[src/rtl/aes_pkg.sv]
// Shared constants and types for the AES input staging logic.
package aes_pkg;

  localparam int AES_BLOCK_W       = 128;
  localparam int AES_WORD_W        = 32;
  localparam int AES_WORDS_PER_BLK = 4;

  typedef enum logic [1:0] {
    LD_IDLE    = 2'd0,
    LD_COLLECT = 2'd1,
    LD_EMIT    = 2'd2
  } ld_state_e;

  localparam logic SEL_DATA = 1'b0;
  localparam logic SEL_KEY  = 1'b1;

  function automatic logic [AES_WORD_W-1:0] bswap32(input logic [AES_WORD_W-1:0] w);
    return {w[7:0], w[15:8], w[23:16], w[31:24]};
  endfunction

endpackage

[src/rtl/aes_word_packer.sv]
// Word counter and 128-bit assembly register; AES_LOADER_BSWAP_EN byte-reverses
// each accepted word for little-endian hosts.
module aes_word_packer
  import aes_pkg::*;
(
  input  logic                   clk,
  input  logic                   rst,
  input  logic                   word_accept,
  input  logic                   restart,
  input  logic                   clear,
  input  logic [AES_WORD_W-1:0]  word_in,
  output logic [AES_BLOCK_W-1:0] asm_blk,
  output logic                   blk_done
);

  logic [1:0]             count_q, count_d;
  logic [AES_BLOCK_W-1:0] asm_q, asm_d;
  logic [AES_WORD_W-1:0]  word_sw;

`ifdef AES_LOADER_BSWAP_EN
  assign word_sw = bswap32(word_in);
`else
  assign word_sw = word_in;
`endif

  always_comb begin
    count_d  = count_q;
    asm_d    = asm_q;
    blk_done = 1'b0;
    if (clear) begin
      count_d = 2'd0;
    end else if (word_accept) begin
      if (restart) begin
        // Type mismatch: this word opens a fresh block.
        asm_d   = {word_sw, {(AES_BLOCK_W-AES_WORD_W){1'b0}}};
        count_d = 2'd1;
      end else begin
        for (int k = 0; k < AES_WORDS_PER_BLK; k++) begin
          if (count_q == 2'(k))
            asm_d[AES_BLOCK_W-1-AES_WORD_W*k -: AES_WORD_W] = word_sw;
        end
        count_d  = count_q + 2'd1;
        blk_done = (count_q == 2'd3);
      end
    end
  end

  always_ff @(posedge clk) begin
    if (rst) begin
      count_q <= 2'd0;
      asm_q   <= '0;
    end else begin
      count_q <= count_d;
      asm_q   <= asm_d;
    end
  end

  assign asm_blk = asm_q;

endmodule

[src/rtl/aes_block_loader.sv]
// Stages a tagged 32-bit word stream into 128-bit plaintext/key blocks for the
// AES pipeline. Optional byte swap via AES_LOADER_BSWAP_EN (see aes_word_packer).
module aes_block_loader
  import aes_pkg::*;
#(
  parameter int BLOCK_LENGTH = 128,
  parameter int WORD_WIDTH   = 32
) (
  input  logic                    clk,
  input  logic                    rst,
  input  logic                    in_valid,
  output logic                    in_ready,
  input  logic [WORD_WIDTH-1:0]   in_word,
  input  logic                    in_sel,
  input  logic                    flush,
  output logic [BLOCK_LENGTH-1:0] OUT,
  output logic [BLOCK_LENGTH-1:0] KEY,
  output logic                    next_round_enable,
  output logic                    key_valid,
  output logic                    err
);

  ld_state_e              state_q, state_d;
  logic                   blk_sel_q, blk_sel_d;
  logic [AES_BLOCK_W-1:0] key_q, key_d;
  logic [AES_BLOCK_W-1:0] out_q, out_d;
  logic                   key_valid_q, key_valid_d;
  logic                   nre_q, nre_d;
  logic                   err_q, err_d;

  logic                   accept, mismatch, pk_clear, blk_done;
  logic [AES_BLOCK_W-1:0] asm_blk;

  // EMIT is the one-cycle bubble per block.
  assign in_ready = !rst && (state_q != LD_EMIT);
  assign accept   = in_valid && in_ready && !flush;
  assign mismatch = accept && (state_q == LD_COLLECT) && (in_sel != blk_sel_q);
  assign pk_clear = flush && (state_q != LD_EMIT);

  aes_word_packer u_packer (
    .clk         (clk),
    .rst         (rst),
    .word_accept (accept),
    .restart     (mismatch),
    .clear       (pk_clear),
    .word_in     (in_word),
    .asm_blk     (asm_blk),
    .blk_done    (blk_done)
  );

  always_comb begin
    state_d     = state_q;
    blk_sel_d   = blk_sel_q;
    key_d       = key_q;
    out_d       = out_q;
    key_valid_d = key_valid_q;
    nre_d       = 1'b0;
    err_d       = 1'b0;
    case (state_q)
      LD_IDLE: begin
        if (accept) begin
          blk_sel_d = in_sel;
          state_d   = LD_COLLECT;
        end
      end
      LD_COLLECT: begin
        if (flush) begin
          state_d = LD_IDLE;
        end else if (mismatch) begin
          err_d     = 1'b1;
          blk_sel_d = in_sel;
        end else if (blk_done) begin
          state_d = LD_EMIT;
        end
      end
      LD_EMIT: begin
        // Not interruptible by flush: the completed block always commits.
        state_d = LD_IDLE;
        if (blk_sel_q == SEL_KEY) begin
          key_d       = asm_blk;
          key_valid_d = 1'b1;
        end else if (key_valid_q) begin
          out_d = asm_blk;
          nre_d = 1'b1;
        end else begin
          err_d = 1'b1;
        end
      end
      default: state_d = LD_IDLE;
    endcase
  end

  always_ff @(posedge clk) begin
    if (rst) begin
      state_q     <= LD_IDLE;
      blk_sel_q   <= SEL_DATA;
      key_q       <= '0;
      out_q       <= '0;
      key_valid_q <= 1'b0;
      nre_q       <= 1'b0;
      err_q       <= 1'b0;
    end else begin
      state_q     <= state_d;
      blk_sel_q   <= blk_sel_d;
      key_q       <= key_d;
      out_q       <= out_d;
      key_valid_q <= key_valid_d;
      nre_q       <= nre_d;
      err_q       <= err_d;
    end
  end

  assign OUT               = out_q;
  assign KEY               = key_q;
  assign key_valid         = key_valid_q;
  assign next_round_enable = nre_q;
  assign err               = err_q;

endmodule

[config.mk]
export PLATFORM = sky130hd
export DESIGN_NAME = aes_block_loader
export DESIGN_NICKNAME = d
export VERILOG_FILES = /design/src/rtl/aes_pkg.sv /design/src/rtl/aes_word_packer.sv /design/src/rtl/aes_block_loader.sv
export SDC_FILE = /design/constraint.sdc
export NUM_CORES = 1
export LEC_CHECK = 0
export ABC_AREA = 0
export ABC_CLOCK_PERIOD_IN_PS = 4100
export CAP_MARGIN = 20
export CORE_MARGIN = 1.5
export CORE_UTILIZATION = 50
export DETAILED_ROUTE_END_ITERATION = 16
export PLACE_DENSITY = 0.84
export SLEW_MARGIN = 20
export SYNTH_ARGS = -nofsm -noshare
export SYNTH_HDL_FRONTEND = slang
export SYNTH_HIERARCHICAL = 1
export SYNTH_SLANG_ARGS = --single-unit
[constraint.sdc]
create_clock -name clk -period 4.1 [get_ports clk]
set_input_delay 1.23 -clock clk [delete_from_list [all_inputs] [get_ports clk]]
set_output_delay 1.23 -clock clk [all_outputs]
set_load 0.02 [all_outputs]
==> results.json <==
{
  "status": "completed",
  "crit_path_top_delay_cell": "clkdlybuf4s50_1",
  "synth_xor_area_share_pct": 0.0607,
  "grt_max_degree": 128,
  "ff2ff_path_depth": 7,
  "dpl-instance-area_sq_um": 17400,
  "synth_top_family_by_area": "simple AND/OR/NAND/NOR gates",
  "yosysSeqAreaShare_pct": 54.4,
  "die_h_um": 173,
  "initial_utilization_pct": 50.5,
  "drive_above_1_share_pct": 4.72,
  "rows": 62,
  "synth_enable_flop_cells": 0,
  "syn_area_sq_um": 14400,
  "num_antenna_cells": 0,
  "n_fill_cell": 2325,
  "synth.area.top_cells": "dfxtp_1, nand2_1, a21oi_1",
  "core_sq_um": 28500,
  "crit_required_ns": 2.87,
  "powerDensity_nw_per_um2": 397,
  "grt_setup_unrepaired": "no",
  "ctsResizeCount": 0,
  "syn_nets": 1674,
  "clock_skew_ns": 0.0145,
  "muxShareOfSynthArea_pct": 6.73,
  "hold_viol": 0,
  "hpwl_um": 28500,
  "synth-main-ff-cell": "dfxtp_1",
  "hold_path.class": "flop to flop",
  "drv_cap": 0,
  "cts.sinks": 392,
  "finalCritPeriodShare_pct": 81.4,
  "drc": 0,
  "fin_setup_tns_ns": 0,
  "grt-ovfl-total": 0,
  "netlist.area_leader.share_pct": 54.4,
  "async_reset_ff_share_pct": 0,
  "drtPass1Iterations": 6,
  "die-area_sq_um": 29900,
  "r2r_slack_ns": 1.34,
  "clk_pin_slew_worst_paths_ns": 0.06,
  "insertion_delay_ns": 0.52,
  "hold_end": "OUT[107]",
  "totalWireLength_um": 42100,
  "syn_area_per_cell_sq_um": 8.85,
  "io_buffers": 296,
  "worst_hold_startpoint": "OUT[107]",
  "worstMarginPinSlew_ns": 1.04,
  "antenna_found_initial": 1,
  "final_common_cell": "nand2_1",
  "setup_viol": 0,
  "path_max_fanout": 31,
  "cts_tree": "yes",
  "worstPathArrival_ns": 2.11,
  "ir_drop_v": 0.000296,
  "yosys.area.top_type": "dfxtp_1",
  "mostFrequentLayoutCells": "nand2_1, dfxtp_1, clkdlybuf4s50_1, a21oi_1, nand2b_1",
  "multi_input_area_sq_um": 5970,
  "syn_inst": 1630,
  "routedWlPerCell_um": 18.5,
  "syn_to_final_growth_pct": 29.2,
  "maxSlewViolCount": 0,
  "synth-seq-cells": 392,
  "synthAdderAreaFrac_pct": 0.607,
  "regArea_sq_um": 7850,
  "cp_num_buf_inv": 2,
  "vias": 12100,
  "slew_headroom_pct": 30.4,
  "fmax_mhz": 300,
  "path_delay_family": "buffers and inverters",
  "track_usage_pct": 27.1,
  "fin_cells": 2269,
  "synth-compound-area-share_pct": 11.4,
  "nets": 1903,
  "gp_congestion": 0.855,
  "postCtsSetupBuffers": 0,
  "criticalPathCategory": "input port to output pin",
  "final_area_sq_um": 18600,
  "reg2reg_to": "u_packer/asm_blk[70]",
  "place_worst_setup_slack_ns": 0.376,
  "htree_num_levels": 2,
  "critical-path-max-stage-delay_ns": 0.61,
  "grt_pass1_vias": 11600,
  "fin_ws_ns": 0.763,
  "dp_cells": 2201,
  "start_kind": "input port",
  "root_buffer": "clkbuf_16",
  "drt_iter0_markers": 1137,
  "leakage_nw": 6.63,
  "clockBufferDepth": 3,
  "grt_pass1_wl_um": 64300,
  "synth_simple_gate_area_share_pct": 22.4,
  "min_period_ns": 3.34,
  "end_kind": "output pin",
  "ys_warn_count": 6,
  "antenna_left": 0,
  "ys_types": 39,
  "die_x_um": 173,
  "cts_buffers": 39,
  "routed_via_density": 5.32,
  "io_pins": 297,
  "crit_chain": "buf_8 -> nor2_1 -> clkdlybuf4s50_1",
  "holdBufCountCts": 0,
  "min_path_cells": 2,
  "r2r_start": "state_q[0]"
}
registers in the layout, indices dropped and copies added (netlist names):
name and count:
next_round_enable 1, u_packer/count_q 2, KEY 128, blk_sel_q 1
u_packer/asm_blk 128, OUT 128, key_valid 1, err 1
state_q 2
cell usage after synthesis, types with 2 or more instances:
| library cell | count |
|---|---|
| nand2_1 | 516 |
| buf_6 | 2 |
| inv_1 | 5 |
| mux2i_1 | 97 |
| nand3b_1 | 4 |
| o21ai_2 | 2 |
| clkbuf_1 | 51 |
| or3b_2 | 2 |
| o21a_1 | 2 |
| buf_1 | 7 |
| nor3b_1 | 2 |
| nor3_1 | 2 |
| or3b_1 | 30 |
| o21ai_0 | 4 |
| buf_4 | 7 |
| buf_12 | 3 |
| ha_1 | 7 |
| a22o_1 | 32 |
| nand2b_1 | 129 |
| dfxtp_1 | 392 |
| a21oi_1 | 256 |
| nor2_1 | 8 |
| buf_2 | 54 |
cell families after synthesis:
group,after synthesis
muxes,97
AOI/OAI and AO/OA,300
and+or+nand+nor,704
adders and majority gates,7
DFF,392
buffers and inverters,129
xor gates and xnor gates,1
worst max-delay path by stage:
stage / startpoint / end / depth (start not counted)
floorplan: rst / in_ready / 3
global placement: flush / u_packer/asm_blk[31] / 5
finish: rst / in_ready / 3
CTS: rst / in_ready / 3
global route: state_q[0] / in_ready / 4
detailed placement: flush / u_packer/asm_blk[10] / 5
layer usage:
| layer | GRT usage, % | part of all wire, % | vias to the layer above |
|---|---|---|---|
| li1 | - | - | 5775 |
| met1 | 33.9 | 40 | 5699 |
| met2 | 44.7 | 48 | 501 |
| met3 | 6.46 | 8.0 | 92 |
| met4 | 11.8 | 4.2 | 2 |
| met5 | 0 | 0.038 | - |
report_power, final:
| group | internal (mW) | switching (mW) | total (mW) |
|---|---|---|---|
| Combinational | 0.0856 | 0.136 | 0.221 |
| Sequential | 3.82 | 0.00968 | 3.83 |
| Clock | 1.90 | 1.45 | 3.35 |
cell type report:
class	instances	area share, %
Timing Repair Buffer	312	16.8
Sequential cell	392	42.1
Tap cell	384	2.58
Clock inverter	10	0.322
Inverter	5	0.101
Clock buffer	57	6.03
Multi-Input combinational cell	1109	32.0
worst min-delay path, stage by stage, from the launching register on:
cell and delay, ns:
dfxtp_1 0.31, nand2_1 0.05, a21oi_1 0.05
stage by stage:
stage	power, mW	util (%)	hold slack (ns)
6_report	7.40	65.3	0.453
5_1_grt	7.61	65.3	0.470
4_1_cts	7.44	65.2	0.454
3_5_place_dp	4.13	61.1	0.446
3_3_place_gp	4.13	61.1	0.441
2_1_floorplan	4.03	-	0.445
(Power assumes the default switching activity.)
